===== src/rtl/axi4_mem_master.sv =====
// std_mem request/response to AXI4 master bridge: one outstanding single-beat access at a time.
// Reads return data on mem_response; writes complete silently on BRESP. Any non-OKAY response sets error_flag.
module axi4_mem_master #(
  parameter int          AXI_ID_WIDTH   = 1,
  parameter int          AXI_ADDR_WIDTH = 32,
  parameter int          AXI_DATA_WIDTH = 32,
  parameter int          AXI_USER_WIDTH = 1,
  parameter int          MEM_ADDR_WIDTH = 32,
  parameter int          MEM_DATA_WIDTH = 32,
  parameter int unsigned AXI_ID         = 0
) (
  input  logic                        clk,
  input  logic                        rst,
  input  logic                        mem_request_valid,
  output logic                        mem_request_ready,
  input  logic                        mem_request_read_write,
  input  logic [MEM_ADDR_WIDTH-1:0]   mem_request_addr,
  input  logic [MEM_DATA_WIDTH-1:0]   mem_request_data,
  input  logic [MEM_DATA_WIDTH/8-1:0] mem_request_write_enable,
  output logic                        mem_response_valid,
  input  logic                        mem_response_ready,
  output logic [MEM_DATA_WIDTH-1:0]   mem_response_data,
  output logic [MEM_ADDR_WIDTH-1:0]   mem_response_addr,
  output logic                        axi_ar_valid,
  input  logic                        axi_ar_ready,
  output logic [AXI_ID_WIDTH-1:0]     axi_ar_id,
  output logic [AXI_ADDR_WIDTH-1:0]   axi_ar_addr,
  output logic [7:0]                  axi_ar_len,
  output logic [2:0]                  axi_ar_size,
  output logic [1:0]                  axi_ar_burst,
  output logic                        axi_ar_lock,
  output logic [3:0]                  axi_ar_cache,
  output logic [2:0]                  axi_ar_prot,
  output logic [3:0]                  axi_ar_qos,
  output logic [3:0]                  axi_ar_region,
  output logic [AXI_USER_WIDTH-1:0]   axi_ar_user,
  output logic                        axi_aw_valid,
  input  logic                        axi_aw_ready,
  output logic [AXI_ID_WIDTH-1:0]     axi_aw_id,
  output logic [AXI_ADDR_WIDTH-1:0]   axi_aw_addr,
  output logic [7:0]                  axi_aw_len,
  output logic [2:0]                  axi_aw_size,
  output logic [1:0]                  axi_aw_burst,
  output logic                        axi_aw_lock,
  output logic [3:0]                  axi_aw_cache,
  output logic [2:0]                  axi_aw_prot,
  output logic [3:0]                  axi_aw_qos,
  output logic [3:0]                  axi_aw_region,
  output logic [AXI_USER_WIDTH-1:0]   axi_aw_user,
  output logic                        axi_w_valid,
  input  logic                        axi_w_ready,
  output logic [AXI_DATA_WIDTH-1:0]   axi_w_data,
  output logic [AXI_DATA_WIDTH/8-1:0] axi_w_strb,
  output logic                        axi_w_last,
  output logic [AXI_USER_WIDTH-1:0]   axi_w_user,
  input  logic                        axi_r_valid,
  output logic                        axi_r_ready,
  input  logic [AXI_ID_WIDTH-1:0]     axi_r_id,
  input  logic [AXI_DATA_WIDTH-1:0]   axi_r_data,
  input  logic [1:0]                  axi_r_resp,
  input  logic                        axi_r_last,
  input  logic [AXI_USER_WIDTH-1:0]   axi_r_user,
  input  logic                        axi_b_valid,
  output logic                        axi_b_ready,
  input  logic [AXI_ID_WIDTH-1:0]     axi_b_id,
  input  logic [1:0]                  axi_b_resp,
  input  logic [AXI_USER_WIDTH-1:0]   axi_b_user,
  output logic                        error_flag
);

  if (AXI_DATA_WIDTH != MEM_DATA_WIDTH) begin : g_width_check
    $error("axi4_mem_master: AXI_DATA_WIDTH must equal MEM_DATA_WIDTH");
  end

  typedef enum logic [2:0] {IDLE, RD_ADDR, RD_DATA, WR_REQ, WR_RESP, RESP} state_t;

  localparam int EXT_W = AXI_ADDR_WIDTH + MEM_ADDR_WIDTH + 2;

  state_t                      state;
  logic                        req_ready;
  logic                        ar_valid, aw_valid, w_valid, r_ready, b_ready, rsp_valid;
  logic [MEM_ADDR_WIDTH-1:0]   addr_q;
  logic [MEM_DATA_WIDTH-1:0]   data_q;
  logic [MEM_DATA_WIDTH/8-1:0] strb_q;
  logic [MEM_DATA_WIDTH-1:0]   rdata_q;
  logic [EXT_W-1:0]            addr_ext;
  logic                        accept, aw_done, w_done;
  logic                        unused_ok;

  assign accept  = (state == IDLE) && mem_request_valid && req_ready;
  // A channel counts as done once its valid has dropped or it handshakes this cycle.
  assign aw_done = !aw_valid || axi_aw_ready;
  assign w_done  = !w_valid || axi_w_ready;

  always_ff @(posedge clk) begin
    if (rst) begin
      state      <= IDLE;
      req_ready  <= 1'b1;
      ar_valid   <= 1'b0;
      aw_valid   <= 1'b0;
      w_valid    <= 1'b0;
      r_ready    <= 1'b0;
      b_ready    <= 1'b0;
      rsp_valid  <= 1'b0;
      error_flag <= 1'b0;
    end else begin
      unique case (state)
        IDLE: begin
          if (accept) begin
            req_ready <= 1'b0;
            if (mem_request_read_write) begin
              aw_valid <= 1'b1;
              w_valid  <= 1'b1;
              state    <= WR_REQ;
            end else begin
              ar_valid <= 1'b1;
              state    <= RD_ADDR;
            end
          end
        end
        RD_ADDR: begin
          if (axi_ar_ready) begin
            ar_valid <= 1'b0;
            r_ready  <= 1'b1;
            state    <= RD_DATA;
          end
        end
        RD_DATA: begin
          if (axi_r_valid) begin
            r_ready    <= 1'b0;
            rsp_valid  <= 1'b1;
            error_flag <= error_flag | (axi_r_resp != 2'b00);
            state      <= RESP;
          end
        end
        RESP: begin
          if (mem_response_ready) begin
            rsp_valid <= 1'b0;
            req_ready <= 1'b1;
            state     <= IDLE;
          end
        end
        WR_REQ: begin
          if (aw_valid && axi_aw_ready) aw_valid <= 1'b0;
          if (w_valid && axi_w_ready)   w_valid  <= 1'b0;
          if (aw_done && w_done) begin
            b_ready <= 1'b1;
            state   <= WR_RESP;
          end
        end
        WR_RESP: begin
          if (axi_b_valid) begin
            b_ready    <= 1'b0;
            error_flag <= error_flag | (axi_b_resp != 2'b00);
            req_ready  <= 1'b1;
            state      <= IDLE;
          end
        end
        default: state <= IDLE;
      endcase
    end
  end

  always_ff @(posedge clk) begin
    if (accept) begin
      addr_q <= mem_request_addr;
      data_q <= mem_request_data;
      strb_q <= mem_request_write_enable;
    end
    if (state == RD_DATA && axi_r_valid) rdata_q <= axi_r_data;
  end

  // Word address scaled to bytes, then zero-extended or truncated to the AXI address width.
  assign addr_ext = {{AXI_ADDR_WIDTH{1'b0}}, addr_q, 2'b00};

  assign mem_request_ready  = req_ready;
  assign mem_response_valid = rsp_valid;
  assign mem_response_data  = rdata_q;
  assign mem_response_addr  = addr_q;

  assign axi_ar_valid  = ar_valid;
  assign axi_ar_id     = AXI_ID_WIDTH'(AXI_ID);
  assign axi_ar_addr   = addr_ext[AXI_ADDR_WIDTH-1:0];
  assign axi_ar_len    = 8'd0;
  assign axi_ar_size   = 3'd2;
  assign axi_ar_burst  = 2'b01;
  assign axi_ar_lock   = 1'b0;
  assign axi_ar_cache  = 4'd0;
  assign axi_ar_prot   = 3'd0;
  assign axi_ar_qos    = 4'd0;
  assign axi_ar_region = 4'd0;
  assign axi_ar_user   = '0;

  assign axi_aw_valid  = aw_valid;
  assign axi_aw_id     = AXI_ID_WIDTH'(AXI_ID);
  assign axi_aw_addr   = addr_ext[AXI_ADDR_WIDTH-1:0];
  assign axi_aw_len    = 8'd0;
  assign axi_aw_size   = 3'd2;
  assign axi_aw_burst  = 2'b01;
  assign axi_aw_lock   = 1'b0;
  assign axi_aw_cache  = 4'd0;
  assign axi_aw_prot   = 3'd0;
  assign axi_aw_qos    = 4'd0;
  assign axi_aw_region = 4'd0;
  assign axi_aw_user   = '0;

  assign axi_w_valid = w_valid;
  assign axi_w_data  = data_q;
  assign axi_w_strb  = strb_q;
  assign axi_w_last  = 1'b1;
  assign axi_w_user  = '0;

  assign axi_r_ready = r_ready;
  assign axi_b_ready = b_ready;

  assign unused_ok = ^{addr_ext[EXT_W-1:AXI_ADDR_WIDTH], axi_r_id, axi_r_last, axi_r_user,
                       axi_b_id, axi_b_user};

endmodule


===== config.mk =====
export PLATFORM = sky130hd
export DESIGN_NAME = axi4_mem_master
export DESIGN_NICKNAME = d
export VERILOG_FILES = /design/src/rtl/axi4_mem_master.sv
export SDC_FILE = /design/constraint.sdc
export NUM_CORES = 1
export LEC_CHECK = 0
export BUFFER_PORTS_ARGS = -buffer_cell sky130_fd_sc_hd__buf_2
export CAP_MARGIN = 15
export CORE_AREA = 2 2 138 140
export CTS_CLUSTER_SIZE = 16
export DETAILED_ROUTE_END_ITERATION = 6
export DIE_AREA = 0 0 140 142
export PLACE_DENSITY = 0.68
export SYNTH_ARGS = -nofsm -noshare
export SYNTH_HDL_FRONTEND = slang
export SYNTH_SLANG_ARGS = --single-unit
export TNS_END_PERCENT = 5

===== constraint.sdc =====
create_clock -name clk -period 4.4 [get_ports clk]
set_input_delay 0.88 -clock clk [delete_from_list [all_inputs] [get_ports clk]]
set_output_delay 0.88 -clock clk [all_outputs]
set_load 0.02 [all_outputs]

==> results.tsv <==
stage	metric	value	unit
logic_synthesis	postSynthAreaPerCell	15.4	µm²
cts	cts_tree	done	
final_layout	final_common_cell	buf_2	
critical_path	crit_fanout	33	
timing	finalMaxSlewViolations	0	
routing	vias	2877	
cts	clock_path_buffers	2	
power_and_ir_drop	vdd_ir_drop_max	0.000161	V
routing	first_pass_iters	7	
global_route	grt_pass1_wl	15.6	mm
logic_synthesis	ys_ff_latch	111	
floorplanning	die_y	142	µm
critical_path	critPathTopFamily	simple AND/OR/NAND/NOR gates	
routing	drt_iter0_drc	154	
timing	tightestPinTransition	1070	ps
logic_synthesis	yosys_warnings	0	
place	io_buffer_count	281	
floorplanning	row_count	50	
cts	ctsRootBufferMaster	clkbuf_16	
critical_path	cp-start-kind	flip-flop	
final_layout	final_area	0.00586	mm²
floorplanning	num_io_pins	355	
power_and_ir_drop	leakage	0.00263	µW
timing	fmax	429	MHz
cts	cts_buffers	9	
timing	rsz0062_at_grt	no	
critical_path	crit_type	reg -> reg	
cts	post-cts-setup-buffers	0	
place	hpwl	9.35	mm
critical_path	cp.arrival	2600	ps
global_route	antenna_found_initial	4	
outcome	failed_checks	design-rule violations	
critical_path	r2r_cells	4	
timing	hold_viol	0	
power_and_ir_drop	power	3540	µW
final_layout	most-common-layout-cells	buf_2 (281), edfxtp_1 (100), conb_1 (68)	
global_route	grt_remaining_overflow	0	
cts	clock-sinks	111	
global_route	grt_pass1_vias	2671	
final_layout	nets	644	
cts	insertion_delay	350	ps
routing	post_drt_via_cell_ratio	3.76	
timing	setup_tns	0	ps
outcome	outcome	finished, violations left	
timing	finalSetupViolCount	0	
critical_path	cp.required	4670	ps
cts	cts_resized	0	
logic_synthesis	yosysSeqAreaShare	70.6	%
final_layout	fin_util	31.8	%
critical_path	critPathBufInv	0	
critical_path	crit_cells	4	
cts	h-tree-depth	3	
critical_path	crit_chain	nor2b_1 > and3_2 > o21ai_1 > a31oi_1	
hold_path	whs_path_depth	2	
floorplanning	core-area	0.0185	mm²
final_layout	drive_above_1_share	57.7	%
floorplanning	initial_core_util	24.7	%
timing	period_needed	2330	ps
job	cap_violations	0	
logic_synthesis	synth.cell_area	0.00457	mm²
routing	drt_wl_total	11.6	mm
timing	period_share	52.9	%
timing	slew-limit-headroom	28.7	%
place	place_congestion	0.802	
power_and_ir_drop	p_per_area	603	mW/mm²
logic_synthesis	synth_cells	296	
routing	drc	50	
global_route	grt_max_degree	36	
routing	postRouteAntennaNets	0	
critical_path	cp_slowest_cell	and3_2	
place	placed_cell_area	0.00557	mm²
critical_path	slowest_delay	760	ps
global_route	grtUsageTotal	10.9	%
routing	wl_per_cell	15.1	µm
floorplanning	die_x	140	µm
floorplanning	die-area	0.0199	mm²
critical_path	endpoint_kind	flip-flop	
logic_synthesis	synthDistinctLibCells	34	
cts	clk_pin_slew	70	ps
final_layout	syn_to_final_growth	28.4	%
hold_path	min_path_type	reg -> reg	
timing	clock_skew	10.8	ps
cts	hold_buffers	0	
## worst paths after layout
path / from / slack (ps) / to
worst min register to register: error_flag / 470 / error_flag
worst max register to register: state[1] / 2070 / error_flag
worst max-delay path: state[1] / 2070 / error_flag
worst min-delay path: error_flag / 470 / error_flag
## synthesized netlist by cell type, drive strengths merged
library cell | count | share of area [%]
a211o | 1 | 0.19
nor2b | 4 | 0.55
inv | 4 | 0.33
mux2i | 2 | 0.44
o2111ai | 1 | 0.19
nand3b | 1 | 0.44
nor2 | 4 | 0.33
a311oi | 4 | 0.90
and3 | 1 | 0.14
o311a | 1 | 0.22
edfxtp | 100 | 66
o21ai | 2 | 0.22
conb | 2 | 0.16
clkbuf | 1 | 0.082
o311ai | 1 | 0.19
nor3b | 2 | 0.44
nand2b | 1 | 0.14
nand2 | 6 | 0.49
a31oi | 1 | 0.14
o211ai | 1 | 0.16
a21oi | 8 | 0.88
a2bb2oi | 1 | 0.19
nor3 | 3 | 0.44
o31a | 1 | 0.19
mux2 | 2 | 0.58
buf | 130 | 21
dfxtp | 11 | 4.8
## kinds of logic (layout without fill, tap and decap cells)
family | count (synthesis) | count (layout) | share of synthesized area, %
buffers and inverters | 135 | 303 | 21.8
other | 2 | 70 | 0.164
flip-flops | 111 | 111 | 70.6
AND/OR/NAND/NOR | 22 | 22 | 2.96
multiplexers | 4 | 4 | 1.01
AO/OA/AOI/OAI | 22 | 22 | 3.48
## per-layer routing
| metal | track usage, % | up-vias | wire length (µm) |
|---|---|---|---|
| li1 | - | 1312 | - |
| met1 | 11.5 | 1348 | 4020 |
| met2 | 19.1 | 208 | 6030 |
| met3 | 5.45 | 7 | 1420 |
| met4 | 3.40 | 2 | 95 |
| met5 | 0 | - | 13 |
## sequential cells by signal, summed over array words and instances (netlist names)
signal,flops
mem_response_valid,1
error_flag,1
axi_w_valid,1
state,3
axi_w_data,32
mem_response_data,32
mem_response_addr,32
axi_r_ready,1
axi_aw_valid,1
axi_ar_valid,1
mem_request_ready,1
axi_b_ready,1
axi_w_strb,4
## power breakdown
group / total [µW] / switching [µW] / leakage (µW) / internal (µW)
clock network: 798 / 398 / 0.000144 / 400
registers: 1570 / 129 / 0.00102 / 1440
logic: 1170 / 819 / 0.00147 / 346
total: 3540 / 1350 / 0.00263 / 2190
## final cells by class
class	count	area [µm²]
clock inverter	6	61.3
timing repair buffer	283	1430
sequential	111	3220
tap	234	293
antenna	2	5.00
fill	1856	12600
clock buffer	10	229
inverter	4	15.0
multi-input combinational	116	603
## worst min-delay path, cell delays in order (launching register included)
cell,delay [ps]
dfxtp_1,310
inv_1,40
a31oi_1,60
## through the flow
stage	hold WS, ps	setup slack [ps]	instances
3_3_place_gp	451	1670	748
5_1_grt	502	1730	765
4_1_cts	473	1890	764
3_5_place_dp	462	1610	748
2_1_floorplan	514	104	362
6_report	466	2070	766
Power figures use the tool's default switching activity.
